## config.mk

```make
export PLATFORM = sky130hd
export DESIGN_NAME = btn_debounce
export DESIGN_NICKNAME = d
export VERILOG_FILES = /design/src/rtl/btn_pkg.sv /design/src/rtl/btn_sync.sv /design/src/rtl/btn_debounce.sv
export SDC_FILE = /design/constraint.sdc
export NUM_CORES = 1
export LEC_CHECK = 0
export ABC_CLOCK_PERIOD_IN_PS = 2200
export BUFFER_PORTS_ARGS = -buffer_cell sky130_fd_sc_hd__buf_4
export CAP_MARGIN = 5
export CORE_MARGIN = 5
export CORE_UTILIZATION = 40
export DETAILED_ROUTE_END_ITERATION = 7
export PLACE_DENSITY = 0.64
export SYNTH_ARGS = -nofsm -noshare
export SYNTH_HDL_FRONTEND = slang
export SYNTH_SLANG_ARGS = --single-unit
```

## constraint.sdc

```tcl
create_clock -name clk100mhz -period 2.2 [get_ports clk100mhz]
set_input_delay 0.11 -clock clk100mhz [delete_from_list [all_inputs] [get_ports clk100mhz]]
set_output_delay 0.11 -clock clk100mhz [all_outputs]
set_load 0.005 [all_outputs]
```

## src/rtl/btn_pkg.sv

```systemverilog
// Shared types and default configuration for the pushbutton debouncer.
package btn_pkg;

    typedef enum logic [1:0] {
        S_LOW,
        S_WAIT_HIGH,
        S_HIGH,
        S_WAIT_LOW
    } btn_state_t;

    localparam int DEFAULT_SYNC_STAGES       = 2;
    localparam int DEFAULT_DEBOUNCE_CYCLES   = 1_000_000;
    localparam int DEFAULT_LONG_PRESS_CYCLES = 100_000_000;

endpackage

```

## src/rtl/btn_sync.sv

```systemverilog
// Multi-flop synchroniser bringing the raw button into the local clock domain.
module btn_sync #(
    parameter int SYNC_STAGES = 2
) (
    input  logic clk_i,
    input  logic rst_ni,
    input  logic d_i,
    output logic q_o
);

    (* ASYNC_REG = "TRUE" *) logic [SYNC_STAGES-1:0] sync_q;
    logic [SYNC_STAGES-1:0] sync_d;

    genvar gi;
    for (gi = 0; gi < SYNC_STAGES; gi++) begin : g_stage
        if (gi == 0) begin : g_first
            assign sync_d[gi] = d_i;
        end else begin : g_next
            assign sync_d[gi] = sync_q[gi-1];
        end
    end

    always_ff @(posedge clk_i or negedge rst_ni) begin
        if (!rst_ni) begin
            sync_q <= '0;
        end else begin
            sync_q <= sync_d;
        end
    end

    assign q_o = sync_q[SYNC_STAGES-1];

endmodule

```

## src/rtl/btn_debounce.sv

```systemverilog
// Pushbutton conditioner: synchroniser, stability-counter debounce FSM, edge pulses.
// Optional long-hold pulse enabled by defining BTN_DEBOUNCE_LONG_PRESS_EN.
module btn_debounce
    import btn_pkg::*;
#(
    parameter int SYNC_STAGES       = DEFAULT_SYNC_STAGES,
    parameter int DEBOUNCE_CYCLES   = DEFAULT_DEBOUNCE_CYCLES,
    parameter int LONG_PRESS_CYCLES = DEFAULT_LONG_PRESS_CYCLES
) (
    input  logic clk100mhz,
    input  logic rst_n,
    input  logic btn,
    output logic btn_level,
    output logic btn_rise,
    output logic btn_fall,
    output logic long_press
);

    localparam int              CNT_W    = $clog2(DEBOUNCE_CYCLES);
    localparam logic [CNT_W-1:0] CNT_ONE  = CNT_W'(1);
    localparam logic [CNT_W-1:0] CNT_LAST = CNT_W'(DEBOUNCE_CYCLES - 1);
    localparam logic [CNT_W-1:0] CNT_MAX  = '1;

    logic       sync_btn;
    btn_state_t state_q, state_d;
    logic [CNT_W-1:0] cnt_q, cnt_d;
    logic       level_q, level_d;
    logic       rise_q, rise_d;
    logic       fall_q, fall_d;

    btn_sync #(
        .SYNC_STAGES(SYNC_STAGES)
    ) u_sync (
        .clk_i (clk100mhz),
        .rst_ni(rst_n),
        .d_i   (btn),
        .q_o   (sync_btn)
    );

    // The counter tracks how many consecutive cycles the candidate level has held.
    always_comb begin
        state_d = state_q;
        cnt_d   = cnt_q;
        level_d = level_q;
        rise_d  = 1'b0;
        fall_d  = 1'b0;
        case (state_q)
            S_LOW: begin
                if (sync_btn) begin
                    state_d = S_WAIT_HIGH;
                    cnt_d   = CNT_ONE;
                end
            end
            S_WAIT_HIGH: begin
                if (!sync_btn) begin
                    state_d = S_LOW;
                    cnt_d   = '0;
                end else if (cnt_q == CNT_LAST) begin
                    state_d = S_HIGH;
                    cnt_d   = '0;
                    level_d = 1'b1;
                    rise_d  = 1'b1;
                end else if (cnt_q != CNT_MAX) begin
                    cnt_d = cnt_q + CNT_ONE;
                end
            end
            S_HIGH: begin
                if (!sync_btn) begin
                    state_d = S_WAIT_LOW;
                    cnt_d   = CNT_ONE;
                end
            end
            S_WAIT_LOW: begin
                if (sync_btn) begin
                    state_d = S_HIGH;
                    cnt_d   = '0;
                end else if (cnt_q == CNT_LAST) begin
                    state_d = S_LOW;
                    cnt_d   = '0;
                    level_d = 1'b0;
                    fall_d  = 1'b1;
                end else if (cnt_q != CNT_MAX) begin
                    cnt_d = cnt_q + CNT_ONE;
                end
            end
            default: begin
                state_d = S_LOW;
                cnt_d   = '0;
                level_d = 1'b0;
            end
        endcase
    end

    always_ff @(posedge clk100mhz or negedge rst_n) begin
        if (!rst_n) begin
            state_q <= S_LOW;
            cnt_q   <= '0;
            level_q <= 1'b0;
            rise_q  <= 1'b0;
            fall_q  <= 1'b0;
        end else begin
            state_q <= state_d;
            cnt_q   <= cnt_d;
            level_q <= level_d;
            rise_q  <= rise_d;
            fall_q  <= fall_d;
        end
    end

    assign btn_level = level_q;
    assign btn_rise  = rise_q;
    assign btn_fall  = fall_q;

`ifdef BTN_DEBOUNCE_LONG_PRESS_EN
    // The hold count only needs to reach LONG_PRESS_CYCLES-1 before the pulse fires.
    localparam int               HOLD_W    = $clog2(LONG_PRESS_CYCLES);
    localparam logic [HOLD_W-1:0] HOLD_ONE  = HOLD_W'(1);
    localparam logic [HOLD_W-1:0] HOLD_LAST = HOLD_W'(LONG_PRESS_CYCLES - 1);

    logic [HOLD_W-1:0] hold_q, hold_d;
    logic              fired_q, fired_d;
    logic              long_q, long_d;

    always_comb begin
        hold_d  = hold_q;
        fired_d = fired_q;
        long_d  = 1'b0;
        if (state_q != S_HIGH) begin
            hold_d  = '0;
            fired_d = 1'b0;
        end else if (!fired_q) begin
            if (hold_q == HOLD_LAST) begin
                long_d  = 1'b1;
                fired_d = 1'b1;
            end else begin
                hold_d = hold_q + HOLD_ONE;
            end
        end
    end

    always_ff @(posedge clk100mhz or negedge rst_n) begin
        if (!rst_n) begin
            hold_q  <= '0;
            fired_q <= 1'b0;
            long_q  <= 1'b0;
        end else begin
            hold_q  <= hold_d;
            fired_q <= fired_d;
            long_q  <= long_d;
        end
    end

    assign long_press = long_q;
`else
    localparam int unused_long_press_cycles = LONG_PRESS_CYCLES;
    assign long_press = 1'b0;
`endif

endmodule

```

==> reports/metrics.csv, run 1 <==
stage;metric;value;unit
detailed_routing;routedWlPerCell;16.1;um
detailed_routing;drt-pass1-iter-count;4;
die;core;3660;um^2
synth;synth_top_family_by_area;compound AO/OA/AOI/OAI gates;
timing;drv_slew;0;
die;row_count;22;
detailed_routing;drt_wl_total;3.53;mm
synth;seq_area_frac_synth;44.4;%
final_layout;final_util;46.0;%
synth;postSynthCellCount;166;
global_routing;grt_pass1_wl;6.25;mm
global_routing;grt_start_max_net_pins;31;
timing;finalHoldViolations;0;
detailed_routing;drtAntennaViolNets;0;
synth;yosys.area_share.simple;23.7;%
die;ioPinCount;7;
clocking;cts_htree_levels;1;
job;drv_cap;0;
setup_path;cp.required;2.40;ns
setup_path;cp-end-kind;register;
die;start_util;41.5;%
placement;routabilityCongestion;0.840;
die;die-area;5130;um^2
timing;setup_violations;0;
clocking;clk_pin_slew;0.10;ns
timing;finalCriticalPeriod;1.99;ns
power;irDropWorstVdd;0.000405;V
detailed_routing;vias_per_cell;6.18;
power;power_leakage;0.700;nW
die;die_h;71.7;um
synth;syn-mean-instance-area;9.16;um^2
detailed_routing;vias;1354;
setup_path;path_class;register to register;
synth;synth_compound_area_share;26.5;%
setup_path;r2r_cells;6;
synth;synth_xor_area_share;0.576;%
synth;muxShareOfSynthArea;0;%
setup_path;cp.arrival;2.19;ns
detailed_routing;drc;0;
synth;syn_nets;170;
setup_path;crit_fanout;10;
timing;max_freq;502;MHz
run_status;status;complete, no violations;
die;die_w;71.7;um
worst_hold_path;hold_path_class;primary input to asynchronous set/reset pin;
power;p_per_area;687;nW/um^2
global_routing;grt_pass1_vias;1299;
final_layout;layout-drive-gt1-share;14.6;%
global_routing;track_usage;15.1;%
clocking;postCtsSetupBuffers;0;
synth;ys_seq_elements;27;
setup_path;r2r_setup_slack;0.21;ns
synth;synth.distinct_cells;43;
synth;synth_area;1520;um^2
placement;place_hpwl;2.49;mm
setup_path;startpoint_type;register;
clocking;root_buffer;clkbuf_8;
clocking;clock_sinks;27;
clocking;clk_latency;0.28;ns
synth;synth_warnings;0;
global_routing;antenna_found_initial;0;
setup_path;r2r-start;cnt_q[1];
clocking;cts_tree;yes;
timing;rsz0062_at_grt;no;
final_layout;n_antenna_cell;0;
timing;clock_skew;0.00574;ns
detailed_routing;drt_iter0_drc;136;
final_layout;nNetsFinal;176;
final_layout;syn_to_final_growth;10.8;%
setup_path;rr_endpoint;cnt_q[15];
synth;synthAdderAreaFrac;0.823;%
timing;fin_setup_tns;0;ns
final_layout;fin_cells;219;
global_routing;grt-ovfl-total;0;
clocking;cts_made_buffers;3;
final_layout;fillers;352;
timing;fin_crit_sh;90.6;%
power;power;0.00116;W
placement;dp_cells;213;
clocking;cts_buffer_depth;2;
placement;io_buffers;5;
## metrics by stage
stage	worst slack (ns)	hold WS, ns	area [um^2]
2_1_floorplan	0.480	-0.186	1520
3_3_place_gp	0.295	0.0346	1610
3_5_place_dp	0.172	0.0436	1610
4_1_cts	0.140	0.271	1680
5_1_grt	0.0451	0.319	1680
6_report	0.208	0.262	1680
## registers in the layout (all words and copies together), names as in the netlist, named ones only
name and count:
u_sync.sync_q 2, btn_rise 1, btn_fall 1, state_q 1
cnt_q 20, btn_level 1
## kinds of logic after synthesis
kind of cell | after synthesis
XOR/XNOR | 1
buffers and inverters | 12
other | 1
AND/OR/NAND/NOR | 60
AO/OA/AOI/OAI | 64
adder cells (fa/ha/maj) | 1
flip-flops | 27
## layout make-up
type,count,area [um^2],area share [%]
inverter,3,11.3,0.669
timing repair buffer,10,92.6,5.50
multi-input combinational,127,795,47.2
clock buffer,3,41.3,2.45
tap,48,60.1,3.57
clock inverter,1,8.76,0.520
sequential,27,676,40.1
## synth_stat cells
cell type  instances  area, um^2
a21o_1             7        52.6
a21oi_1           15        75.1
a22oi_1            1        7.51
a2bb2oi_1          1        8.76
a31o_1             1        8.76
a31oi_1           17         106
a41o_1             1        10.0
a41oi_1            5        43.8
and3_1             2        12.5
and3_2             2        15.0
and4b_1            1        10.0
buf_2              6        30.0
buf_4              1        7.51
clkbuf_1           2        7.51
conb_1             1        3.75
dfrtp_1           27         676
ha_1               1        12.5
inv_1              3        11.3
nand2_1           14        52.6
nand3_1           12        60.1
nand3_2            1        10.0
nand4_1            2        12.5
nand4_2            1        12.5
nand4b_1           1        8.76
nor2_1            10        37.5
nor3_1             2        10.0
nor3_2             2        20.0
nor3_4             2        32.5
nor3b_1            1        7.51
nor4_1             1        6.26
nor4_2             1        12.5
nor4b_1            1        8.76
o21a_1             1        7.51
o21ai_0            1        5.00
o21ai_1           11        55.1
o22a_1             1        8.76
o22ai_1            1        6.26
o31ai_1            1        7.51
or2_1              1        6.26
or2_2              1        6.26
or2b_1             1        7.51
or3_4              1        11.3
xor2_1             1        8.76
## critical path, stage by stage (launching register included)
cell and delay [ns]:
dfrtp_1 0.41, ha_1 0.24, nand3_1 0.19, or2_2 0.39
nor3_4 0.35, o21ai_1 0.13, a31oi_1 0.20
## routing by layer
| metal | part of all wire (%) | track usage, % | up-vias |
|---|---|---|---|
| li1 | - | - | 643 |
| met1 | 48 | 21.8 | 673 |
| met2 | 47 | 22.6 | 33 |
| met3 | 3.8 | 2.52 | 5 |
| met4 | 1.2 | 5.85 | 0 |
| met5 | 0 | 0 | - |
## where the power goes
| part | switching, W | internal, W |
|---|---|---|
| clock | 0.000163 | 0.000133 |
| sequential | 0.0000517 | 0.000532 |
| combinational | 0.000171 | 0.000106 |
| total | 0.000387 | 0.000771 |
## how the worst max path moves through the flow
stage / from / end / cells after the start
4_1_cts: cnt_q[1] / cnt_q[10] / 6
5_1_grt: cnt_q[0] / cnt_q[3] / 6
2_1_floorplan: cnt_q[0] / cnt_q[5] / 7
3_5_place_dp: cnt_q[1] / cnt_q[10] / 6
6_report: cnt_q[1] / cnt_q[15] / 6
3_3_place_gp: cnt_q[16] / cnt_q[10] / 5
## what timing repair did
action | CTS | global route
resized for setup | 0 | 1
setup endpoints to repair | 0 | 5
hold buffers | 2 | 0
endpoints found under the hold margin | 28 | 0
## placed cells by master, fill, tap and decap left out, types with 3 or more instances in the layout
| master | count |
|---|---|
| dfrtp_1 | 27 |
| nor2_1 | 10 |
| a31oi_1 | 17 |
| inv_1 | 3 |
| nand2_1 | 13 |
| nand3_1 | 12 |
| a41oi_1 | 5 |
| a21oi_1 | 14 |
| o21ai_1 | 11 |
| a21o_1 | 7 |
| clkbuf_8 | 3 |
| buf_4 | 7 |
Power figures use the tool's default switching activity.
==> run 2, diff against run 1 <==
--- a/config.mk
+++ b/config.mk
@@ -9,9 +9,9 @@
 export BUFFER_PORTS_ARGS = -buffer_cell sky130_fd_sc_hd__buf_4
 export CAP_MARGIN = 5
 export CORE_MARGIN = 5
-export CORE_UTILIZATION = 40
+export CORE_UTILIZATION = 47
 export DETAILED_ROUTE_END_ITERATION = 7
-export PLACE_DENSITY = 0.64
+export PLACE_DENSITY = 0.65
 export SYNTH_ARGS = -nofsm -noshare
 export SYNTH_HDL_FRONTEND = slang
 export SYNTH_SLANG_ARGS = --single-unit
==> run 2 against run 1 <==
Net effect: worst setup slack got worse by 0.050 ns; combinational power down 3%; highest routed layer unchanged; cell count is 1.4% lower; utilization increased by 7.6 points; wire length fell by 0.40%; critical path depth unchanged; power decreased by 7.5%; first-iteration DRC count down 22%; clock skew increased by 0.0062 ns; die area shrank 13%; via count down 3.1%.
==> reports/metrics.csv, run 2 (synthesis results as in run 1) <==
stage;metric;value;unit;change
setup_path;cp-end-kind;register;;
setup_path;slowest_delay;0.43;ns;+0.02 ns
detailed_routing;drt_wl_total;3.51;mm;-0.40%
timing;clock_skew;0.0119;ns;+0.00616 ns
die;start_util;49.4;%;+7.9 points
clocking;cts_htree_levels;1;;unchanged
run_status;status;complete, no violations;;
global_routing;grt-ovfl-total;0;;unchanged
die;row_count;20;;-9.1%
clocking;clock_sinks;27;;unchanged
clocking;clk_latency;0.33;ns;+0.05 ns
die;die_h;66.9;um;-6.7%
detailed_routing;vias;1312;;-3.1%
final_layout;nNetsFinal;177;;+0.57%
detailed_routing;highest_layer;met4;;
detailed_routing;met3_length;142;um;+5.2%
global_routing;grt_start_max_net_pins;28;;-9.7%
die;core;3080;um^2;-16%
placement;place_hpwl;2.48;mm;-0.17%
setup_path;slowest_stage;dfrtp_1;;
placement;io_buffers;5;;unchanged
worst_hold_path;hold_path_class;primary input to asynchronous set/reset pin;;
detailed_routing;drtAntennaViolNets;0;;unchanged
setup_path;cp.arrival;2.29;ns;+0.10 ns
final_layout;syn_to_final_growth;8.56;%;
detailed_routing;wl_met2;1.70;mm;+3.0%
final_layout;registers.top_by_ff_count;cnt_q;;
power;p_per_area;649;nW/um^2;-5.6%
timing;finalCriticalPeriod;2.04;ns;+0.0503 ns
detailed_routing;vias_per_cell;6.07;;-1.8%
setup_path;cp.required;2.45;ns;+0.05 ns
clocking;cts_buffer_depth;2;;unchanged
global_routing;grt_pass1_wl;6.16;mm;-1.4%
detailed_routing;drc;0;;unchanged
power;power_leakage;0.690;nW;-1.4%
global_routing;antenna_found_initial;0;;unchanged
final_layout;reg.largest.list;cnt_q (20), u_sync.sync_q (2);;
timing;max_freq;490;MHz;-2.5%
detailed_routing;drt_iter0_drc;106;;-22%
clocking;clk_pin_slew;0.15;ns;+0.05 ns
timing;rsz0062_at_grt;no;;
detailed_routing;routedWlPerCell;16.3;um;+0.99%
job;drv_cap;0;;unchanged
setup_path;crit_family;simple AND/OR/NAND/NOR gates;;
timing;holdWs;0.217;ns;-0.0450 ns
detailed_routing;drt-pass1-iter-count;4;;unchanged
die;ioPinCount;7;;unchanged
timing;drv_slew;0;;unchanged
setup_path;startpoint_type;register;;
clocking;cts_tree;yes;;
power;power;0.00107;W;-7.5%
setup_path;crit_buf_inv;0;;unchanged
die;die-area;4470;um^2;-13%
final_layout;layout_commonest_cell;dfrtp_1;;
final_layout;layout-drive-gt1-share;14.5;%;-0.085 points
clocking;cts_made_buffers;3;;unchanged
final_layout;largest_reg_flops;20;;unchanged
timing;fin_setup_tns;0;ns;unchanged
final_layout;n_antenna_cell;0;;unchanged
final_layout;layout_common_cells;dfrtp_1, a31oi_1, a21oi_1;;
placement;routabilityCongestion;0.891;;+6.1%
timing;finalHoldViolations;0;;unchanged
die;die_w;66.9;um;-6.7%
global_routing;grt_pass1_vias;1369;;+5.4%
timing;setup_violations;0;;unchanged
timing;fin_crit_sh;92.9;%;+2.3 points
clocking;root_buffer;clkbuf_4;;
setup_path;crit_fanout;10;;unchanged
power;irDropWorstVdd;0.000488;V;+21%
final_layout;fillers;302;;-14%
global_routing;track_usage;17.8;%;+2.7 points
setup_path;path_class;register to register;;
setup_path;crit_chain;ha_1 > nand3_1 > or2_2 > nor3_4 > o21ai_1 > a31oi_1;;
detailed_routing;met1_length;1.63;mm;-3.8%
-- run 2: cell count changes in the layout (fill, tap and decap cells not counted) --
cell      before  now
inv_6          1    0
buf_4          7    9
clkbuf_1       0    1
clkbuf_4       0    3
clkbuf_8       3    0
buf_12         1    0
-- run 2: routing by layer --
metal | up-vias | global-route usage, %
li1 | 653 | -
met1 | 623 | 22.3
met2 | 32 | 29.3
met3 | 4 | 5.40
met4 | 0 | 5.32
met5 | - | 0
-- run 2: worst paths after layout --
| check | start | to | slack (ns) | cells after the start |
|---|---|---|---|---|
| worst max-delay path | cnt_q[1] | cnt_q[12] | 0.16 | 6 |
| worst min-delay path | rst_n | cnt_q[17] | 0.22 | 2 |
| worst max register to register | cnt_q[1] | cnt_q[12] | 0.16 | 6 |
| worst min register to register | u_sync.sync_q[0] | u_sync.sync_q[1] | 0.37 | 0 |
| max in group asynchronous | rst_n | cnt_q[7] | 1.72 | 2 |
| min in group clk100mhz | u_sync.sync_q[0] | u_sync.sync_q[1] | 0.37 | 0 |
-- run 2: area by class of cell --
cell class	count	area, um^2	area share, %
multi-input cells	127	795	48.1
clock buffers	4	26.3	1.59
well taps	44	55.1	3.34
flip-flops and latches	27	676	40.9
inverters	3	11.3	0.682
repair buffers	11	87.6	5.31
-- run 2: where the power goes --
| group | internal, W | leakage [nW] | total [W] | switching (W) |
|---|---|---|---|---|
| sequential | 0.000532 | 0.367 | 0.000582 | 0.0000500 |
| clock | 0.0000710 | 0.0150 | 0.000220 | 0.000149 |
| combinational | 0.0000984 | 0.308 | 0.000269 | 0.000170 |
-- run 2: repair_timing --
| action | in CTS | in global routing |
|---|---|---|
| endpoints found under the setup margin | 0 | 10 |
| buffers inserted | 0 | 0 |
| gates resized for setup | 0 | 1 |
| endpoints found under the hold margin | 28 | 0 |
| hold buffers | 2 | 0 |
-- run 2: metrics by stage --
| stage | cell area, um^2 | utilization [%] | cells | setup WS [ns] |
|---|---|---|---|---|
| 2_1_floorplan | 1520 | - | 166 | 0.480 |
| 3_3_place_gp | 1600 | 52.0 | 210 | 0.303 |
| 3_5_place_dp | 1600 | 52.0 | 210 | 0.164 |
| 4_1_cts | 1650 | 53.5 | 216 | 0.129 |
| 5_1_grt | 1650 | 53.6 | 216 | 0.0201 |
| 6_report | 1650 | 53.6 | 216 | 0.157 |
